[config.mk]
export PLATFORM = sky130hd
export DESIGN_NAME = seg7_scan_driver
export DESIGN_NICKNAME = d
export VERILOG_FILES = /design/src/rtl/seg7_pkg.sv /design/src/rtl/seg7_decode.sv /design/src/rtl/seg7_scan_driver.sv
export SDC_FILE = /design/constraint.sdc
export NUM_CORES = 1
export LEC_CHECK = 0
export CAP_MARGIN = 25
export CORE_MARGIN = 10
export CORE_UTILIZATION = 25
export DETAILED_ROUTE_END_ITERATION = 8
export PLACE_DENSITY = 0.51
export SLEW_MARGIN = 20
export SYNTH_ARGS = -nofsm -noshare
export SYNTH_HDL_FRONTEND = slang
export SYNTH_HIERARCHICAL = 1
export SYNTH_SLANG_ARGS = --single-unit
[constraint.sdc]
create_clock -name clk -period 3.1 [get_ports clk]
set_input_delay 0.93 -clock clk [delete_from_list [all_inputs] [get_ports clk]]
set_output_delay 0.93 -clock clk [all_outputs]
set_load 0.02 [all_outputs]
[src/rtl/seg7_pkg.sv]
// Shared constants, types and segment table for the eight-digit scanned seven-segment driver.
// Segment codes are high-true {g,f,e,d,c,b,a}; output polarity is applied at the driver's register stage.
package seg7_pkg;

    localparam int NUM_DIGITS = 8;
    localparam int BCD_W      = 4;
    localparam int SEG_W      = 7;

    localparam logic [SEG_W-1:0] SEG_OFF = 7'h00;

    // Index 15 is leftmost; codes 10-15 are dark so a corrupt nibble never shows a misleading glyph.
    localparam logic [15:0][SEG_W-1:0] SEG_TABLE = {
        7'h00, 7'h00, 7'h00, 7'h00, 7'h00, 7'h00,
        7'h6F, 7'h7F, 7'h07, 7'h7D, 7'h6D,
        7'h66, 7'h4F, 7'h5B, 7'h06, 7'h3F
    };

    typedef logic [2:0] idx_t;

    typedef struct packed {
        logic [NUM_DIGITS*BCD_W-1:0] digits;
        logic [NUM_DIGITS-1:0]       dp_mask;
        logic                        blank_lz;
    } frame_t;

    function automatic logic [SEG_W-1:0] seg_lookup(input logic [BCD_W-1:0] bcd);
        return SEG_TABLE[bcd];
    endfunction

endpackage

[src/rtl/seg7_decode.sv]
// Purpose: BCD nibble to high-true {g,f,e,d,c,b,a} segment pattern.
// Latency: purely combinational. Backpressure: none.
module seg7_decode
    import seg7_pkg::*;
(
    input  logic [BCD_W-1:0] bcd,
    output logic [SEG_W-1:0] seg
);

    assign seg = seg_lookup(bcd);

endmodule

[src/rtl/seg7_scan_driver.sv]
// Purpose: time-multiplexes eight BCD digits onto one seven-segment bus with dp and leading-zero blanking.
// Latency: an/seg/dp registered one cycle after idx; loads take effect at the next 7->0 wrap. Backpressure: none, load always accepted.
module seg7_scan_driver
    import seg7_pkg::*;
#(
    parameter int SCAN_DIV       = 50000,
    parameter bit SEG_ACTIVE_LOW = 1'b1
) (
    input  logic                        clk,
    input  logic                        rst_n,
    input  logic [NUM_DIGITS*BCD_W-1:0] digits,
    input  logic                        load,
    input  logic [NUM_DIGITS-1:0]       dp_mask,
    input  logic                        blank_lz,
    output logic [NUM_DIGITS-1:0]       an,
    output logic [SEG_W-1:0]            seg,
    output logic                        dp,
    output logic                        frame_done
);

    localparam int                 PRE_W      = (SCAN_DIV > 2) ? $clog2(SCAN_DIV) : 1;
    localparam logic [PRE_W-1:0]   PRE_MAX    = PRE_W'(SCAN_DIV - 1);
    localparam idx_t               IDX_LAST   = 3'(NUM_DIGITS - 1);
    localparam logic [SEG_W-1:0]   SEG_OFF_LV = SEG_ACTIVE_LOW ? ~SEG_OFF : SEG_OFF;
    localparam logic               DP_OFF_LV  = SEG_ACTIVE_LOW;

    logic [PRE_W-1:0]       pre_cnt;
    idx_t                   idx;
    logic                   tick;
    logic                   wrap;
    logic                   pending;
    frame_t                 live;
    frame_t                 staging;
    frame_t                 display;
    logic [NUM_DIGITS-1:0]  lead_zero;
    logic [BCD_W-1:0]       cur_bcd;
    logic                   cur_blank;
    logic [SEG_W-1:0]       dec_seg;
    logic [SEG_W-1:0]       seg_ht;
    logic                   dp_ht;

    assign tick = (pre_cnt == PRE_MAX);
    assign wrap = tick && (idx == IDX_LAST);
    assign live = {digits, dp_mask, blank_lz};

    always_ff @(posedge clk or negedge rst_n) begin
        if (!rst_n) begin
            pre_cnt <= '0;
            idx     <= '0;
        end else begin
            pre_cnt <= tick ? '0 : pre_cnt + 1'b1;
            if (tick) begin
                idx <= idx + 1'b1;
            end
        end
    end

    // The display register only moves at the frame wrap; a load on that same edge bypasses staging.
    always_ff @(posedge clk or negedge rst_n) begin
        if (!rst_n) begin
            staging <= '0;
            display <= '0;
            pending <= 1'b0;
        end else begin
            if (load) begin
                staging <= live;
            end
            if (wrap) begin
                if (load) begin
                    display <= live;
                end else if (pending) begin
                    display <= staging;
                end
                pending <= 1'b0;
            end else if (load) begin
                pending <= 1'b1;
            end
        end
    end

    // lead_zero[i] is set when digits i..7 of the displayed value are all zero.
    always_comb begin : lz_scan
        logic zero_run;
        zero_run  = 1'b1;
        lead_zero = '0;
        for (int i = NUM_DIGITS - 1; i >= 0; i--) begin
            zero_run     = zero_run & (display.digits[i*BCD_W +: BCD_W] == '0);
            lead_zero[i] = zero_run;
        end
    end

    assign cur_bcd   = display.digits[{idx, 2'b00} +: BCD_W];
    assign cur_blank = display.blank_lz && (idx != '0) && lead_zero[idx];

    seg7_decode u_decode (
        .bcd (cur_bcd),
        .seg (dec_seg)
    );

    assign seg_ht = cur_blank ? SEG_OFF : dec_seg;
    assign dp_ht  = display.dp_mask[idx];

    always_ff @(posedge clk or negedge rst_n) begin
        if (!rst_n) begin
            an         <= '1;
            seg        <= SEG_OFF_LV;
            dp         <= DP_OFF_LV;
            frame_done <= 1'b0;
        end else begin
            an         <= ~(NUM_DIGITS'(1) << idx);
            seg        <= SEG_ACTIVE_LOW ? ~seg_ht : seg_ht;
            dp         <= SEG_ACTIVE_LOW ? ~dp_ht : dp_ht;
            frame_done <= wrap;
        end
    end

endmodule

==> run_results.csv, run 1 <==
group,metric,value,unit
synth,async_flop_share,1.000,
critical_path,reg2reg_depth,5,
power_and_ir_drop,p_total,3.992,mW
cts,cts-root-buf,"clkbuf_16",
cts,cts_made_buffers,17,
critical_path,max_stage_delay,620,ps
drt,drc,0,
critical_path,r2r_end,"display[10]",
die,fp.dieW,163.6,um
timing,hold_viol_final,0,
grt,grt_max_degree,42,
cts,post_cts_buffers,0,
synth,synth_top_cell_area_share,0.5000,
cts,cts_max_level,4,
layout,drive_above_1_share,0.3473,
synth,synth.most_common_cell,"dfrtp_1",
cts,cts_hold_buffers,0,
power_and_ir_drop,p_leak,2.927,nW
critical_path,ff2ff_setup_slack,770,ps
cts,clk_latency,420,ps
die,io_pins,61,
die,design.core.area,20230,um^2
synth,yosys-top-cells-area,"dfrtp_1 50%, mux2_2 18%, dfstp_2 8.2%, mux4_2 4.4%, ha_1 3.2%",
critical_path,slowest_stage,"clkdlybuf4s50_1",
placed_design,gp_congestion,0.7780,
cts,clock_sinks,119,
layout,num_antenna_cells,0,
timing,setup_viol,0,
timing,max_freq,0.4041,GHz
placed_design,port_buffers,60,
run,max_cap_viol_count,0,
grt,gr-total-overflow,0,
critical_path,critPathRequiredTime,2170,ps
critical_path,critPathBufInv,1,
status,status,"complete, no violations",
synth,synth_area_leader_cell,"dfrtp_1",
grt,track_usage,0.09184,
synth,avgSynthCellArea,14.12,um^2
critical_path,r2r_start,"pre_cnt[7]",
timing,holdWs,492.3,ps
timing,setup_tns,0,ps
critical_path,crit_chain,"clkdlybuf4s50_1",
layout,fillCellCount,1990,
synth,synthTopCellsByCount,"103 x dfrtp_1, 82 x mux2_2, 22 x nand2_1",
critical_path,crit_type,"reg2out",
critical_path,crit_start,"an[4]",
drt,firstDrtPassIters,4,
critical_path,path_max_fanout,1,
layout,num-nets-final,496,
die,rows,52,
synth,synth_cell_types,44,
synth,ys.warnings.count,6,
grt,grt_first_pass_wirelength,19080,um
die,start_util,0.2548,
drt,drt-wirelength-per-cell,15.73,um
critical_path,cp_top_family,"buffers and inverters",
die,die_y,163.6,um
synth,syn_nets,422,
timing,relSlewSlack,0.5822,
grt,grt_pass1_vias,3591,
drt,via_per_inst,4.364,
critical_path,crit_cells,1,
critical_path,cp-end-kind,"output port",
cts,cts_tree,"done",
drt,drtIter0Drc,127,
timing,tightest_slew,618.6,ps
synth,synth-seq-area-share,0.5816,
placed_design,dpl.hpwl,8257,um
power_and_ir_drop,ir_worst_vdd,0.0003243,V
synth,syn-instance-count,365,
timing,rsz0062_at_grt,"no",
cts,clk_pin_slew_worst_paths,60,ps
cts,ctsResizeCount,0,
layout,area_growth,31.36,%
grt,antenna_found_initial,0,
drt,antenna_left,0,
die,die-area,26760,um^2
worst_hold_path,hold_path.class,"in2async",
synth,synth-edff-count,0,
drt,vias,3151,
power_and_ir_drop,power_density,589.5,nW/um^2
synth,netlist_area,5155,um^2
critical_path,crit_path_start_kind,"register",
drt,wl,11360,um
critical_path,critPathArrivalTime,1540,ps
timing,clock-skew-final,12.87,ps
timing,period_needed,2474,ps
synth,synth_top_flop_cell,"dfrtp_1",
critical_path,cp-endpoint,"an[4]",
timing,fin_crit_sh,0.7982,
cts,clock_path_buffers,2,
synth,ys_ff_latch,119,
timing,drv_slew,0,
==> layout by cell type (no fill, tap or decap), types with 2 or more instances in the layout <==
cell             instances
nand2_1                 22
mux4_2                  10
o21ai_0                 11
clkbuf_16               17
buf_12                   2
a21oi_1                  3
nor4_1                   4
clkinvlp_4               3
or4bb_1                  2
nand3_1                  8
o41ai_1                  2
o22ai_1                  5
mux2i_1                  3
or4_1                    3
buf_4                    9
xnor2_1                  6
nor2_1                  14
clkinv_4                 2
clkbuf_8                 3
dfrtp_1                103
nand4_1                  3
bufinv_16                5
dfstp_2                 16
inv_1                    9
ha_1                    13
clkdlybuf4s50_1         58
nor3_1                   2
mux2_2                  82
xor2_1                   9
and3_1                   2
==> layout make-up <==
type | instances | area, um^2 | area share
Multi-Input combinational cell | 220 | 2036 | 0.3006
Clock inverter | 11 | 195.2 | 0.02882
Inverter | 11 | 41.29 | 0.006098
Tap cell | 270 | 337.8 | 0.04989
Timing Repair Buffer | 70 | 693.2 | 0.1024
Clock buffer | 21 | 470.5 | 0.06948
Sequential cell | 119 | 2998 | 0.4427
==> how the worst min path moves through the flow <==
| stage | start | end | slack [ps] | cells after the start |
|---|---|---|---|---|
| 2_1_floorplan | pre_cnt[11] | pre_cnt[11] | 460 | 1 |
| 3_3_place_gp | staging[21] | staging[21] | 480 | 1 |
| 3_5_place_dp | staging[16] | staging[16] | 490 | 1 |
| 4_1_cts | staging[15] | staging[15] | 500 | 1 |
| 5_1_grt | staging[25] | staging[25] | 500 | 1 |
| 6_report | rst_n | staging[34] | 490 | 1 |
==> layer usage <==
layer  vias to the layer above  routed length [um]  global-route usage
met5                         -                   0                   0
met4                         0                 340             0.04468
met3                        23                 635             0.03876
met2                        60                5314              0.1413
met1                      1614                5069              0.1085
li1                       1454                   -                   -
==> kinds of logic (layout without fill, tap and decap cells) <==
kind of cell | after synthesis | count (layout) | share of synthesized area
flip-flops | 119 | 119 | 0.5816
multiplexers | 95 | 95 | 0.2286
AND/OR/NAND/NOR | 70 | 70 | 0.07524
AO/OA/AOI/OAI | 27 | 27 | 0.03277
buffers and inverters | 26 | 113 | 0.02476
XOR/XNOR | 15 | 15 | 0.02549
adder cells (fa/ha/maj) | 13 | 13 | 0.03155
==> registers in the layout (all words and copies together) (netlist names) <==
name and flops:
pending 1, idx 3, frame_done 1, staging 41
seg 7, pre_cnt 16, display 41, dp 1
an 8
==> stage by stage <==
stage                     utilization  cell area, um^2  cells  setup WS [ps]
after floorplan                     -             5155    365          733.5
after global placement         0.3018             6106    690          780.4
after detailed placement       0.3018             6106    690          763.0
after CTS                      0.3347             6771    722          603.0
after global routing           0.3347             6771    722          541.2
final                          0.3347             6771    722          625.5
==> report_power, final <==
part	switching [mW]	internal, mW	total (mW)
clock	0.699	1.49	2.19
combinational	0.0799	0.102	0.182
sequential	0.0125	1.61	1.62
total	0.792	3.20	3.99
No activity file was read; power rests on OpenSTA's default activity.
==> run 2, diff against run 1 <==
Settings changed: PLACE_DENSITY 0.51 to 0.52.
Clock period 3.1 ns to 2.1 ns, I/O delays scaled along.
==> run 2 against run 1 <==
  * The run now ends with setup timing left
  * Clock power rose by 29%
  * Power up 38%
  * Sequential share of layout area is 2.3 points lower
  * Highest routed layer unchanged
==> run_results.csv, run 2 (same netlist as run 1, synthesis figures left out) <==
group,metric,value,unit
die,start_util,0.2548,
critical_path,crit_path_start_kind,"register",
status,status,"finished, violations left",
cts,clk_pin_slew_worst_paths,60,ps
drt,drc,0,
layout,final_cell_mix,"103 x dfrtp_1, 53 x mux2_2, 42 x clkdlybuf4s50_1",
critical_path,path_max_fanout,8,
power_and_ir_drop,power_density,769.6,nW/um^2
timing,drv_slew,0,
drt,wl,11830,um
worst_hold_path,hold_path.class,"in2async",
drt,drtIter0Drc,122,
run,max_cap_viol_count,0,
layout,area_growth,38.40,%
die,die-area,26760,um^2
layout,fillCellCount,1944,
die,io_pins,61,
status,violations,"setup timing",
timing,setup_tns,-3703,ps
grt,grt_first_pass_wirelength,18880,um
die,rows,52,
critical_path,critPathArrivalTime,2510,ps
cts,cts_made_buffers,17,
cts,cts-root-buf,"clkbuf_16",
grt,grt_max_degree,39,
timing,setup_ws,-116.3,ps
placed_design,dp_cells,712,
timing,rsz0062_at_grt,"yes",
layout,fin_area,7134,um^2
critical_path,cp-end-kind,"register",
power_and_ir_drop,p_leak,3.121,nW
power_and_ir_drop,ir_worst_vdd,0.0005506,V
grt,gr-total-overflow,0,
die,design.core.area,20230,um^2
placed_design,dpl.hpwl,8356,um
grt,grt_pass1_vias,3562,
die,die_y,163.6,um
grt,track_usage,0.08933,
cts,clk_latency,410,ps
layout,drive_above_1_share,0.4029,
cts,cts_tree,"done",
timing,relSlewSlack,0.6219,
timing,tightest_slew,559.8,ps
critical_path,crit_type,"reg2reg",
drt,antenna_left,0,
timing,hold_viol_final,0,
drt,drt-wirelength-per-cell,15.69,um
drt,vias,3202,
layout,num_antenna_cells,0,
timing,clock-skew-final,14.80,ps
grt,antenna_found_initial,0,
drt,via_per_inst,4.247,
layout,final_common_cell,"dfrtp_1",
layout,reg.largest.list,"display (41), staging (41), pre_cnt (16)",
placed_design,dpl-instance-area,6296,um^2
layout,instances_no_fill,754,
power_and_ir_drop,p_total,5.491,mW
timing,period_needed,2216,ps
cts,cts_max_level,4,
timing,fin_crit_sh,1.055,
placed_design,port_buffers,60,
critical_path,critPathRequiredTime,2390,ps
die,fp.dieW,163.6,um
cts,clock_path_buffers,2,
placed_design,gp_congestion,0.7846,
layout,num-nets-final,528,
cts,clock_sinks,119,
timing,setup_viol,41,
timing,max_freq,0.4512,GHz
drt,firstDrtPassIters,4,
## run 2: cell count changes in the layout (fill, tap and decap cells not counted), moves of 3 or more
cell | before | now
dlygate4sd2_1 | 0 | 16
clkdlybuf4s50_1 | 58 | 42
mux2_2 | 82 | 53
buf_4 | 9 | 32
nand2_2 | 0 | 3
mux2_4 | 0 | 29
bufinv_16 | 5 | 2
buf_8 | 0 | 3
buf_12 | 2 | 6
nand2_1 | 22 | 19
## run 2: cell type report
class / count / area [um^2] / share of cell area
clock inverters: 11 / 126.4 / 0.01771
flip-flops and latches: 119 / 2998 / 0.4202
clock buffers: 21 / 460.4 / 0.06454
well taps: 270 / 337.8 / 0.04735
inverters: 11 / 41.29 / 0.005787
multi-input cells: 220 / 2163 / 0.3032
repair buffers: 102 / 1007 / 0.1412
## run 2: stage by stage
stage	worst slack, ps	hold slack (ps)	util
floorplan	-193.5	334.4	-
global placement	-105.8	484.3	0.3112
detailed placement	-150.9	483.0	0.3112
CTS	-119.8	159.6	0.3436
global route	-185.4	171.6	0.3526
finish	-116.3	160.2	0.3526
## run 2: worst paths after layout
check,startpoint,to,slack [ps],depth (start not counted)
max,pre_cnt[11],display[5],-120,6
min,rst_n,display[34],160,1
max reg2reg,pre_cnt[11],display[5],-120,6
min reg2reg,staging[27],staging[27],490,1
max in group asynchronous,rst_n,seg[4],1280,2
min in group clk,staging[27],staging[27],490,1
## run 2: worst max-delay path, cell delays in order (launching register included)
cell	delay, ps
dfrtp_1	370
or4bb_4	550
nor4_4	280
nor3b_4	220
buf_6	180
buf_8	160
mux2_2	330
## run 2: metal layers
| layer | part of all wire | track usage | up-vias | wire, um |
|---|---|---|---|---|
| met4 | 0.015 | 0.03087 | 0 | 178 |
| met5 | 0 | 0 | - | 0 |
| met1 | 0.46 | 0.1108 | 1586 | 5491 |
| met2 | 0.47 | 0.1379 | 67 | 5503 |
| li1 | - | - | 1531 | - |
| met3 | 0.055 | 0.03599 | 18 | 653 |
## run 2: timing repair
action | CTS | global route
resized for setup | 34 | 34
gates cloned | 2 | 1
buffers inserted | 2 | 5
pin swaps | 3 | 1
setup endpoints to repair | 57 | 45
hold buffers | 0 | 0
## run 2: power by group
group	internal (mW)	switching [mW]	leakage, nW
clock network	1.81	1.01	0.275
registers	2.37	0.0168	1.49
logic	0.156	0.123	1.35
total	4.34	1.15	3.12
==> run 3, diff against run 2 <==
Settings changed: REMOVE_ABC_BUFFERS from default to 1.
==> run 3 against run 2 <==
  * The run still ends with setup timing left
  * Sequential share of layout area is 0.18 points lower
  * Setup slack worse by 32 ps
  * Register-to-register slack worse by 30 ps
  * Clock power is 9.6% higher
  * Cell area is 0.42% higher
  * Largest power group unchanged
==> run_results.csv, run 3 (same netlist as run 1, synthesis figures left out) <==
group,metric,value,unit
grt,grt_first_pass_wirelength,19490,um
status,violations,"setup timing",
timing,setup_viol,41,
critical_path,path_max_fanout,21,
cts,cts_tree,"done",
placed_design,port_buffers,60,
power_and_ir_drop,p_leak,3.148,nW
cts,cts_max_level,4,
drt,antenna_left,0,
cts,cts-root-buf,"clkbuf_16",
layout,final_cell_mix,"103 x dfrtp_1, 62 x mux2_2, 42 x clkdlybuf4s50_1",
timing,rsz0062_at_grt,"yes",
drt,firstDrtPassIters,4,
worst_hold_path,hold_path.class,"in2async",
layout,reg.largest.list,"display (41), staging (41), pre_cnt (16)",
drt,wl,11960,um
critical_path,max_stage_delay,550,ps
power_and_ir_drop,power_density,803.7,nW/um^2
layout,final_common_cell,"dfrtp_1",
layout,instances_no_fill,751,
timing,drv_slew,0,
layout,area_growth,38.98,%
critical_path,crit_type,"reg2reg",
power_and_ir_drop,combPwrFrac,0.048,
drt,vias,3204,
layout,ff_latch_area,2998,um^2
timing,tightest_slew,704.4,ps
drt,drt-wirelength-per-cell,15.92,um
timing,holdWs,84.81,ps
status,status,"finished, violations left",
power_and_ir_drop,switching_share,0.1961,
timing,relSlewSlack,0.5242,
die,io_pins,61,
drt,drc,0,
grt,grt_max_degree,57,
critical_path,critPathBufInv,2,
layout,num_antenna_cells,0,
layout,drive_above_1_share,0.4054,
grt,gr-total-overflow,0,
critical_path,crit_chain,"or4b_4 -> nor4_4 -> nor3b_4 -> buf_4 -> buf_12 -> mux2_2",
die,die_y,163.6,um
run,max_cap_viol_count,0,
power_and_ir_drop,p_seq_frac,0.416,
placed_design,dpl.hpwl,8275,um
layout,multi_input_area,2141,um^2
die,rows,52,
grt,antenna_found_initial,0,
placed_design,dp_cells,709,
timing,setup_ws,-148.5,ps
drt,drtIter0Drc,117,
placed_design,gp_congestion,0.7899,
power_and_ir_drop,p_int,4.629,mW
die,die-area,26760,um^2
grt,track_usage,0.09418,
timing,clock-skew-final,9.815,ps
power_and_ir_drop,p_switching,1.129,mW
grt,grt_pass1_vias,3586,
timing,period_needed,2248,ps
cts,clk_latency,420,ps
die,start_util,0.2548,
power_and_ir_drop,ir_worst_vdd,0.0005645,V
critical_path,cp_top_family,"simple AND/OR/NAND/NOR gates",
cts,clock_sinks,119,
layout,fillCellCount,1953,
critical_path,crit_path_start_kind,"register",
critical_path,slowest_stage,"or4b_4",
critical_path,cp-end-kind,"register",
drt,via_per_inst,4.266,
layout,num-nets-final,525,
die,fp.dieW,163.6,um
timing,fin_crit_sh,1.071,
die,design.core.area,20230,um^2
power_and_ir_drop,clkPwrFrac,0.537,
cts,clk_pin_slew_worst_paths,50,ps
timing,hold_viol_final,0,
critical_path,critPathRequiredTime,2400,ps
cts,cts_made_buffers,17,
critical_path,critPathArrivalTime,2540,ps
cts,clock_path_buffers,2,
timing,max_freq,0.4447,GHz
cts,cts_hold_buffers,0,
run 3: cell count changes in the layout (fill, tap and decap cells not counted), moves of 2 or more:
cell        delta
buf_16         +3
buf_4          -3
buf_8          -3
bufinv_16      +2
clkbuf_8       +2
clkinv_2       +3
clkinv_4       -3
clkinvlp_4     -4
mux2_2         +9
mux2_4         -9
run 3: routing by layer:
layer / share of wire / up-vias / GRT usage
met2: 0.48 / 64 / 0.1477
met4: 0.014 / 0 / 0.03777
met3: 0.048 / 14 / 0.03373
li1: - / 1512 / -
met1: 0.45 / 1614 / 0.1155
met5: 0 / - / 0
run 3: what timing repair did:
action / 4_1_cts / 5_1_grt
buffers inserted: 3 / 3
endpoints found under the setup margin: 57 / 47
gates cloned: 3 / 1
resized for setup: 42 / 10
run 3: worst paths after layout:
kind / start / end / cells after the start / slack (ps)
max in group asynchronous: rst_n / an[1] / 2 / 1400
setup / recovery: pre_cnt[5] / display[20] / 6 / -150
hold reg to reg: staging[40] / staging[40] / 1 / 500
min in group clk: staging[40] / staging[40] / 1 / 500
setup reg to reg: pre_cnt[5] / display[20] / 6 / -150
hold / removal: rst_n / staging[0] / 1 / 80
run 3: final cells by class:
cell class,count,area share
Sequential cell,119,0.4184
Multi-Input combinational cell,220,0.2988
Timing Repair Buffer,99,0.1415
Clock buffer,23,0.06811
Tap cell,270,0.04715
Clock inverter,9,0.02026
Inverter,11,0.005763
run 3: power by group through the flow:
| stage | Clock (mW) | Combinational, mW | Sequential [mW] |
|---|---|---|---|
| floorplan | 0 | 0.0960 | 2.43 |
| global placement | 0 | 0.278 | 2.43 |
| detailed placement | 0 | 0.281 | 2.43 |
| CTS | 3.16 | 0.286 | 2.39 |
| global route | 3.27 | 0.306 | 2.40 |
| finish | 3.09 | 0.275 | 2.39 |
run 3: metrics by stage:
stage / utilization / TNS, ps / setup WS, ps / instance area [um^2] / total power [mW]
3_3_place_gp: 0.3107 / -5430 / -134.2 / 6286 / 2.707
4_1_cts: 0.3504 / -5289 / -158.7 / 7091 / 5.837
5_1_grt: 0.3541 / -9234 / -245.5 / 7164 / 5.974
2_1_floorplan: - / -71340 / -1733 / 5069 / 2.521
6_report: 0.3541 / -5151 / -148.5 / 7164 / 5.758
3_5_place_dp: 0.3107 / -5972 / -159.6 / 6286 / 2.713
